**src/rtl/pipe_hazard_ctrl_pkg.sv**
```systemverilog
// rtl/pipe_hazard_ctrl_pkg.sv - shared constants for the pipeline hazard controller
package pipe_hazard_ctrl_pkg;

  // Register address width of the core register file
  localparam int REG_ADDR_WIDTH = 5;

  // Operand source selects driven to the EX-stage operand muxes
  localparam logic [1:0] FWD_RF  = 2'd0;
  localparam logic [1:0] FWD_EX  = 2'd1;
  localparam logic [1:0] FWD_MEM = 2'd2;
  localparam logic [1:0] FWD_WB  = 2'd3;

  // Controller state encodings
  localparam logic [1:0] ST_RUN      = 2'd0;
  localparam logic [1:0] ST_MEM_WAIT = 2'd1;
  localparam logic [1:0] ST_TIMEOUT  = 2'd2;

endpackage

```
**src/rtl/pipe_hazard_ctrl_fwd_sel.sv**
```systemverilog
// rtl/pipe_hazard_ctrl_fwd_sel.sv - per-operand match and forward priority select
module hazard_fwd_sel
  import pipe_hazard_ctrl_pkg::*;
#(
  parameter int AW = REG_ADDR_WIDTH
) (
  input  logic          id_valid,
  input  logic [AW-1:0] rs,
  input  logic          use_rs,
  input  logic          ex_valid,
  input  logic          ex_wen,
  input  logic          ex_is_load,
  input  logic [AW-1:0] ex_rd,
  input  logic          mem_valid,
  input  logic          mem_wen,
  input  logic          mem_is_load,
  input  logic          mem_ready,
  input  logic [AW-1:0] mem_rd,
  input  logic          wb_valid,
  input  logic          wb_wen,
  input  logic [AW-1:0] wb_rd,
  output logic [1:0]    fwd,
  output logic          load_use
);

  logic rd_live;
  logic ex_hit;
  logic mem_hit;
  logic wb_hit;

  assign rd_live = id_valid & use_rs;
  assign ex_hit  = rd_live & ex_valid  & ex_wen  & (ex_rd  != '0) & (ex_rd  == rs);
  assign mem_hit = rd_live & mem_valid & mem_wen & (mem_rd != '0) & (mem_rd == rs);
  assign wb_hit  = rd_live & wb_valid  & wb_wen  & (wb_rd  != '0) & (wb_rd  == rs);

  // Youngest producer wins; an unavailable load value shadows older producers (pipe stalls anyway)
  always_comb begin
    fwd      = FWD_RF;
    load_use = 1'b0;
    if (ex_hit) begin
      if (ex_is_load) load_use = 1'b1;
      else            fwd      = FWD_EX;
    end else if (mem_hit) begin
      if (!mem_is_load || mem_ready) fwd = FWD_MEM;
    end else if (wb_hit) begin
      fwd = FWD_WB;
    end
  end

endmodule

```
**src/rtl/pipe_hazard_ctrl.sv**
```systemverilog
// rtl/pipe_hazard_ctrl.sv - pipeline interlock, forwarding and redirect-flush controller
module pipe_hazard_ctrl
  import pipe_hazard_ctrl_pkg::*;
#(
  parameter int REG_ADDR_WIDTH = pipe_hazard_ctrl_pkg::REG_ADDR_WIDTH,
  parameter int TIMEOUT_W      = 8,
  parameter int PERF_W         = 32
) (
  input  logic                      clk,
  input  logic                      rst_n,
  input  logic                      id_valid,
  input  logic [REG_ADDR_WIDTH-1:0] id_rs1,
  input  logic [REG_ADDR_WIDTH-1:0] id_rs2,
  input  logic                      id_use_rs1,
  input  logic                      id_use_rs2,
  input  logic                      ex_valid,
  input  logic                      ex_wen,
  input  logic                      ex_is_load,
  input  logic [REG_ADDR_WIDTH-1:0] ex_rd,
  input  logic                      mem_valid,
  input  logic                      mem_wen,
  input  logic                      mem_is_load,
  input  logic [REG_ADDR_WIDTH-1:0] mem_rd,
  input  logic                      mem_req,
  input  logic                      mem_ready,
  input  logic                      wb_valid,
  input  logic                      wb_wen,
  input  logic [REG_ADDR_WIDTH-1:0] wb_rd,
  input  logic                      ex_redirect,
  output logic                      stall_if,
  output logic                      stall_id,
  output logic                      flush_id,
  output logic                      bubble_ex,
  output logic                      hold_mem,
  output logic [1:0]                fwd_rs1,
  output logic [1:0]                fwd_rs2,
  output logic                      mem_timeout,
  output logic [PERF_W-1:0]         stall_cycles
);

  localparam logic [TIMEOUT_W-1:0] WAIT_MAX = '1;

  logic [1:0]           state, state_nxt;
  logic [TIMEOUT_W-1:0] wait_cnt, wait_nxt;
  logic                 pending, pending_nxt;
  logic                 timeout_nxt;
  logic                 c_stall, c_flush, c_bubble, c_hold;
  logic [1:0]           c_fwd1, c_fwd2;
  logic                 lu1, lu2, load_use;

  hazard_fwd_sel #(.AW(REG_ADDR_WIDTH)) u_sel_rs1 (
    .id_valid(id_valid), .rs(id_rs1), .use_rs(id_use_rs1),
    .ex_valid(ex_valid), .ex_wen(ex_wen), .ex_is_load(ex_is_load), .ex_rd(ex_rd),
    .mem_valid(mem_valid), .mem_wen(mem_wen), .mem_is_load(mem_is_load),
    .mem_ready(mem_ready), .mem_rd(mem_rd),
    .wb_valid(wb_valid), .wb_wen(wb_wen), .wb_rd(wb_rd),
    .fwd(c_fwd1), .load_use(lu1)
  );

  hazard_fwd_sel #(.AW(REG_ADDR_WIDTH)) u_sel_rs2 (
    .id_valid(id_valid), .rs(id_rs2), .use_rs(id_use_rs2),
    .ex_valid(ex_valid), .ex_wen(ex_wen), .ex_is_load(ex_is_load), .ex_rd(ex_rd),
    .mem_valid(mem_valid), .mem_wen(mem_wen), .mem_is_load(mem_is_load),
    .mem_ready(mem_ready), .mem_rd(mem_rd),
    .wb_valid(wb_valid), .wb_wen(wb_wen), .wb_rd(wb_rd),
    .fwd(c_fwd2), .load_use(lu2)
  );

  assign load_use = lu1 | lu2;

  // Control decode and next-state; wait_cnt holds the number of wait cycles already spent
  always_comb begin
    c_stall     = 1'b0;
    c_flush     = 1'b0;
    c_bubble    = 1'b0;
    c_hold      = 1'b0;
    state_nxt   = state;
    wait_nxt    = wait_cnt;
    pending_nxt = pending;
    timeout_nxt = mem_timeout;
    case (state)
      ST_RUN: begin
        if (mem_valid && mem_req && !mem_ready) begin
          c_stall   = 1'b1;
          c_hold    = 1'b1;
          c_bubble  = 1'b1;
          state_nxt = ST_MEM_WAIT;
          wait_nxt  = TIMEOUT_W'(1);
          if (ex_redirect) pending_nxt = 1'b1;
        end else if (ex_redirect) begin
          c_flush  = 1'b1;
          c_bubble = 1'b1;
        end else if (load_use) begin
          c_stall  = 1'b1;
          c_bubble = 1'b1;
        end
      end
      ST_MEM_WAIT: begin
        if (mem_ready) begin
          state_nxt   = ST_RUN;
          wait_nxt    = '0;
          pending_nxt = 1'b0;
          if (pending || ex_redirect) begin
            c_flush  = 1'b1;
            c_bubble = 1'b1;
          end else if (load_use) begin
            c_stall  = 1'b1;
            c_bubble = 1'b1;
          end
        end else begin
          c_stall     = 1'b1;
          c_hold      = 1'b1;
          c_bubble    = 1'b1;
          pending_nxt = pending | ex_redirect;
          if (wait_cnt >= WAIT_MAX - 1'b1) begin
            state_nxt   = ST_TIMEOUT;
            timeout_nxt = 1'b1;
            wait_nxt    = WAIT_MAX;
          end else begin
            wait_nxt = wait_cnt + 1'b1;
          end
        end
      end
      ST_TIMEOUT: begin
        c_stall  = 1'b1;
        c_hold   = 1'b1;
        c_bubble = 1'b1;
      end
      default: state_nxt = ST_RUN;
    endcase
  end

  // State, wait counter, pending redirect, sticky timeout and saturating stall counter
  always_ff @(posedge clk or negedge rst_n) begin
    if (!rst_n) begin
      state        <= ST_RUN;
      wait_cnt     <= '0;
      pending      <= 1'b0;
      mem_timeout  <= 1'b0;
      stall_cycles <= '0;
    end else begin
      state       <= state_nxt;
      wait_cnt    <= wait_nxt;
      pending     <= pending_nxt;
      mem_timeout <= timeout_nxt;
      if (c_stall && (stall_cycles != '1)) stall_cycles <= stall_cycles + 1'b1;
    end
  end

  assign stall_if  = rst_n & c_stall;
  assign stall_id  = rst_n & c_stall;
  assign flush_id  = rst_n & c_flush;
  assign bubble_ex = rst_n & c_bubble;
  assign hold_mem  = rst_n & c_hold;
  assign fwd_rs1   = rst_n ? c_fwd1 : FWD_RF;
  assign fwd_rs2   = rst_n ? c_fwd2 : FWD_RF;

endmodule

```
**config.mk**
```make
export PLATFORM = sky130hd
export DESIGN_NAME = pipe_hazard_ctrl
export DESIGN_NICKNAME = d
export VERILOG_FILES = /design/src/rtl/pipe_hazard_ctrl_pkg.sv /design/src/rtl/pipe_hazard_ctrl_fwd_sel.sv /design/src/rtl/pipe_hazard_ctrl.sv
export SDC_FILE = /design/constraint.sdc
export NUM_CORES = 1
export LEC_CHECK = 0
export BUFFER_PORTS_ARGS = -buffer_cell sky130_fd_sc_hd__buf_2
export CORE_ASPECT_RATIO = 0.7
export CORE_MARGIN = 2
export CORE_UTILIZATION = 56
export DETAILED_ROUTE_END_ITERATION = 8
export GPL_ROUTABILITY_DRIVEN = 0
export PLACE_DENSITY = 0.87
export SYNTH_ARGS = -nofsm -noshare
export SYNTH_HDL_FRONTEND = slang
export SYNTH_SLANG_ARGS = --single-unit
```
**constraint.sdc**
```tcl
create_clock -name clk -period 3.5 [get_ports clk]
set_input_delay 0.525 -clock clk [delete_from_list [all_inputs] [get_ports clk]]
set_output_delay 0.525 -clock clk [all_outputs]
set_load 0.02 [all_outputs]
```
---- Word-level counts from Yosys, hierarchy flattened ----
Cells that the tools add are included.
word-level totals
  output and inout port bits .............. 42
  register bits ........................... 44
  bits of input ports ..................... 41
  word-level logic and storage cells ...... 114
operators by class
  reduce and logical (&&, ||, !) cells .... 16
  bitwise operators ....................... 34
  equal/unequal tests ..................... 12
  add/sub/neg operators ................... 2
  mux-type cells .......................... 44
  $lt $le $gt $ge ......................... 1
operator list
  operator                                                               number
  32-bit by 1-bit adder with 32-bit output, second input constant        1
  32-bit inequality test, second input constant                          1
  1-bit bitwise AND                                                      30
  5-bit equality test                                                    6
  2-bit two-way mux                                                      12
  8-bit two-way mux                                                      3
  1-bit two-way mux                                                      22
  8-bit one-hot mux with 2 select lines                                  1
  5-bit nonzero test                                                     3
  1-bit one-hot mux with 3 select lines                                  3
  3-bit AND reduction                                                    3
  8-bit by 1-bit adder with 8-bit output, second input constant          1
  8-bit >= comparator, second input constant                             1
  2-bit one-hot mux with 3 select lines                                  1
  2-bit inequality test, second input constant                           2
  1-bit one-hot mux with 2 select lines                                  2
  1-bit logical AND                                                      3
  3-bit inequality test, second input constant                           1
  2-bit by 1-bit equality test with 1-bit output, second input constant  1
  2-bit equality test, second input constant                             1
  1-bit logical NOT                                                      2
  2-bit logical NOT                                                      1
  1-bit logical OR                                                       2
  1-bit inverter                                                         2
  3 further kinds                                                        4

---- Logic depth before layout (Yosys ltp) ----
  word-level depth ........................ 12
  mapped depth ............................ 9
  gate-level depth less buffers ........... 7

---- By module ----
From an unflattened synthesis, not the netlist that was laid out.
unflattened totals
  cell total of the unflattened synthesis .. 306
  area, all modules ....................... 2929.1 um^2
modules (own cells, without submodules)
  module            area an instance (um^2)  instances  cells an instance  sequential area each (um^2)
  pipe_hazard_ctrl  2343.5                   1          234                1101.1
  hazard_fwd_sel    292.8                    2          36                 0.0

---- Least setup slack after synthesis ----
No wires, ideal clock.
  path kind ............................... input to output
  start point ............................. input mem_ready
  end point ............................... output stall_if
  slack ................................... 0.955 ns
  stages .................................. 7
  buffers on the path ..................... 3
  arrival ................................. 2.020 ns
  required time ........................... 2.975 ns
  cell sequence ........................... clkbuf_1 > o31ai_1 > nor3_1 > or2_1 > buf_6 > nor2_1 > buf_4
between the ends
  cells in the longest elaborated chain, start to end .. 5
  elaborated cells between the ends (all ways) .. 6
  classes of those cells .................. mux (3); bitwise (1); reduce/logical (2)
ends and longest elaborated chain
  item                                       line                    text
  start: declaration                         pipe_hazard_ctrl.sv:25  input logic mem_ready,
  1-bit logical NOT                          pipe_hazard_ctrl.sv:83  if (mem_valid && mem_req && !mem_ready) begin
  1-bit logical AND                          pipe_hazard_ctrl.sv:83
  1-bit two-way mux                          pipe_hazard_ctrl.sv:83
  1-bit one-hot mux with 3 select lines (*)  pipe_hazard_ctrl.sv:81  case (state)
  1-bit bitwise AND (*)                      -
  end: declaration                           pipe_hazard_ctrl.sv:30  output logic stall_if,
Every way passes the cells marked *; elsewhere a longest branch is shown, timed or not.

---- Worst setup path after layout ----
  start point ............................. input ex_rd[1]
  end point ............................... output stall_id
between the ends
  cells in the longest elaborated chain, start to end .. 10
  elaborated cells between the ends (all ways) .. 17
  classes of those cells .................. eq/ne (2); mux (8); bitwise (6); reduce/logical (1)
ends and longest elaborated chain
  item                                         line                                             text
  start: declaration                           pipe_hazard_ctrl.sv:19                           input logic [REG_ADDR_WIDTH-1:0] ex_rd,
  5-bit nonzero test                           pipe_hazard_ctrl_fwd_sel.sv:32                   assign ex_hit = rd_live & ex_valid & ex_wen & (ex_rd != '0) & (ex_rd == rs);
  1-bit bitwise AND (2 in series)              pipe_hazard_ctrl_fwd_sel.sv:32
  1-bit two-way mux                            pipe_hazard_ctrl_fwd_sel.sv:40                   if (ex_hit) begin
  1-bit OR (*)                                 pipe_hazard_ctrl.sv:69                           assign load_use = lu1 | lu2;
  1-bit two-way mux (*)                        pipe_hazard_ctrl.sv:93, pipe_hazard_ctrl.sv:106
  1-bit two-way mux, on equally long branches  pipe_hazard_ctrl.sv:103, pipe_hazard_ctrl.sv:90
  1-bit two-way mux, on equally long branches  pipe_hazard_ctrl.sv:99, pipe_hazard_ctrl.sv:83
  1-bit one-hot mux with 3 select lines (*)    pipe_hazard_ctrl.sv:81
  1-bit bitwise AND (*)                        pipe_hazard_ctrl.sv:151                          assign stall_id = rst_n & c_stall;
  end: declaration                             pipe_hazard_ctrl.sv:31                           output logic stall_id,
Marked as above.

==> flow_summary.toml <==
[min_path]
hold_class = "input port to async pin"

[route]
final_antenna_net_count = 0
wire_per_inst_um = 15.5
drt_wl_total_mm = 6.93
drt_iter0_markers = 175
drc = 0
vias = 2599
drtPass1Iterations = 4
viasPerCell = 5.80

[die]
initial_core_util = 0.582
rows = 21
die_area_um2 = 5560
die-height_um = 63.0
num_io_pins = 83
dieWidth_um = 88.3
design.core.area_um2 = 4780

[critical_path]
path_max_fanout = 8
start_kind = "input port"
crit_slowest_cell = "or3_1"
crit_chain = "buf_2 > or3_1 > o311a_1 > a31oi_1 > or2_1 > nor2_1 > buf_2"
cp.required_ps = 2970
worstPathArrival_ps = 2270
crit_type = "input port to primary output"
max_stage_delay_ps = 360
crit_buf_inv = 2
crit_top_cell = "buf_2"
crit_path_end_kind = "primary output"
cp_top_family = "simple AND/OR/NAND/NOR gates"

[logic_synthesis]
synth_flop_cell = "dfrtp_1"
synth-seq-cells = 44
synth-edff-count = 0
syn_inst = 297
ys_seq_area_frac = 0.395
synth_area_um2 = 2790
ys_types = 47
ys_warn_count = 0
async_flop_share = 1.00
avgSynthCellArea_um2 = 9.38
syn_nets = 341

[sta]
setup_viol = 0
drv_slew = 0
whs_ps = 368
period_needed_ps = 2790
worst_slack_ps = 707
relSlewSlack = 0.496
setup-tns-final_ps = 0
fmaxAchievable_ghz = 0.358
finClkSkew_ps = 9.65
hold_viol = 0
tightestPinTransition_ps = 756
rsz0062_at_grt = "no"
finalCritPeriodShare = 0.798

[status]
status = "completed"

[cells_and_area]
drive_gt1_frac = 0.269
instances_no_fill = 448
fin_util = 0.705
layout_commonest_cell = "buf_2"
final_net_count = 422
syn2layout_area_growth_pct = 21.1
layout_common_cells = "buf_2, xnor2_1, dfrtp_1"
diodes = 0

[power_and_ir_drop]
pwr-share-seq = 0.494
p_leak_nw = 1.45
p_comb_frac = 0.104
power_switching_mw = 0.242
pwr_density_cell_nw_per_um2 = 306
switching_share = 0.235
p_clk_frac = 0.401
peakVddDrop_mv = 0.147
intPower_mw = 0.790

[clock_tree]
h-tree-depth = 2
cts_buffer_depth = 2
hold_buffers = 0
cts_sinks = 44
cts_tree = "yes"
cts_buffers = 5
cts_resized = 0
cts_root_buf = "clkbuf_8"
postCtsSetupBuffers = 0
clkTransAtPathRegs_ps = 90
insertion_delay_ps = 300

[global_routing]
grt_pass1_vias = 2385
grt_first_pass_wirelength_mm = 11.3
overflow = 0
grt_usage = 0.261
antenna_found_initial = 0
grt_max_degree = 45

[job]
maxCapViolations = 0

[place]
io_buffers = 82
dp.cells = 440
dp_hpwl_mm = 5.20
place_ws_ps = 755
[cells in the mapped netlist (all sizes together) (3+ instances only)]
cell type,n,area share
a21oi,4,0.0072
a22o,6,0.019
and3,11,0.025
and4,6,0.019
buf,6,0.014
clkbuf,6,0.0081
dfrtp,44,0.40
ha,3,0.013
inv,5,0.0067
mux2,3,0.012
nand2,27,0.036
nand2b,5,0.011
nand3,16,0.029
nand4,19,0.043
nor2,13,0.018
nor3,11,0.023
nor4,7,0.020
o211ai,3,0.0081
o21ai,13,0.023
or2,3,0.0067
or3,3,0.0067
or4,3,0.0081
xnor2,47,0.15
xor2,14,0.044
[metal layers]
metal | GRT usage | vias up | share of wire
li1 | - | 1237 | -
met1 | 0.372 | 1245 | 0.44
met2 | 0.390 | 106 | 0.48
met3 | 0.0581 | 11 | 0.067
met4 | 0.0947 | 0 | 0.011
met5 | 0 | - | 0
[metrics by stage]
step                total power [mW]  instance area, µm²
floorplan                      0.571                2790
global placement               0.625                3250
detailed placement             0.628                3250
CTS                             1.04                3370
global route                    1.07                3370
finish                          1.03                3370
[final timing paths]
| path | from | to | slack, ps | cells after the start |
|---|---|---|---|---|
| max in group asynchronous | rst_n | stall_cycles[0] | 2740 | 2 |
| worst max register to register | state[0] | stall_cycles[14] | 910 | 8 |
| worst min register to register | mem_timeout | mem_timeout | 490 | 1 |
| worst max-delay path | ex_rd[1] | stall_id | 710 | 7 |
| worst min-delay path | rst_n | wait_cnt[3] | 370 | 2 |
| min in group clk | mem_timeout | mem_timeout | 490 | 1 |
[power by group through the flow]
stage               clock network [mW]  logic (mW)  registers, mW
finish                           0.414       0.108          0.511
global route                     0.441       0.118          0.511
CTS                              0.423       0.108          0.511
detailed placement                   0       0.108          0.521
global placement                     0       0.104          0.521
floorplan                            0      0.0495          0.521
[cell families (layout without fill, tap and decap cells)]
group,count (synthesis),count (layout),share of synthesized area
and+or+nand+nor,129,129,0.259
DFF,44,44,0.395
buffers and inverters,17,99,0.0288
xor gates and xnor gates,61,61,0.192
muxes,3,3,0.0121
adders and majority gates,3,3,0.0135
AOI/OAI and AO/OA,40,40,0.0997
[cell type report]
| cell class | instances | area, µm² |
|---|---|---|
| fill | 387 | 1410 |
| sequential | 44 | 1100 |
| inverter | 5 | 18.8 |
| clock buffer | 6 | 82.6 |
| tap | 69 | 86.3 |
| timing repair buffer | 86 | 440 |
| multi-input combinational | 236 | 1600 |
| clock inverter | 2 | 38.8 |
[flip-flops by register name, indices dropped and copies added, names as in the netlist]
signal / flops
wait_cnt: 8
stall_cycles: 32
pending: 1
mem_timeout: 1
state: 2
(Power assumes the default switching activity.)
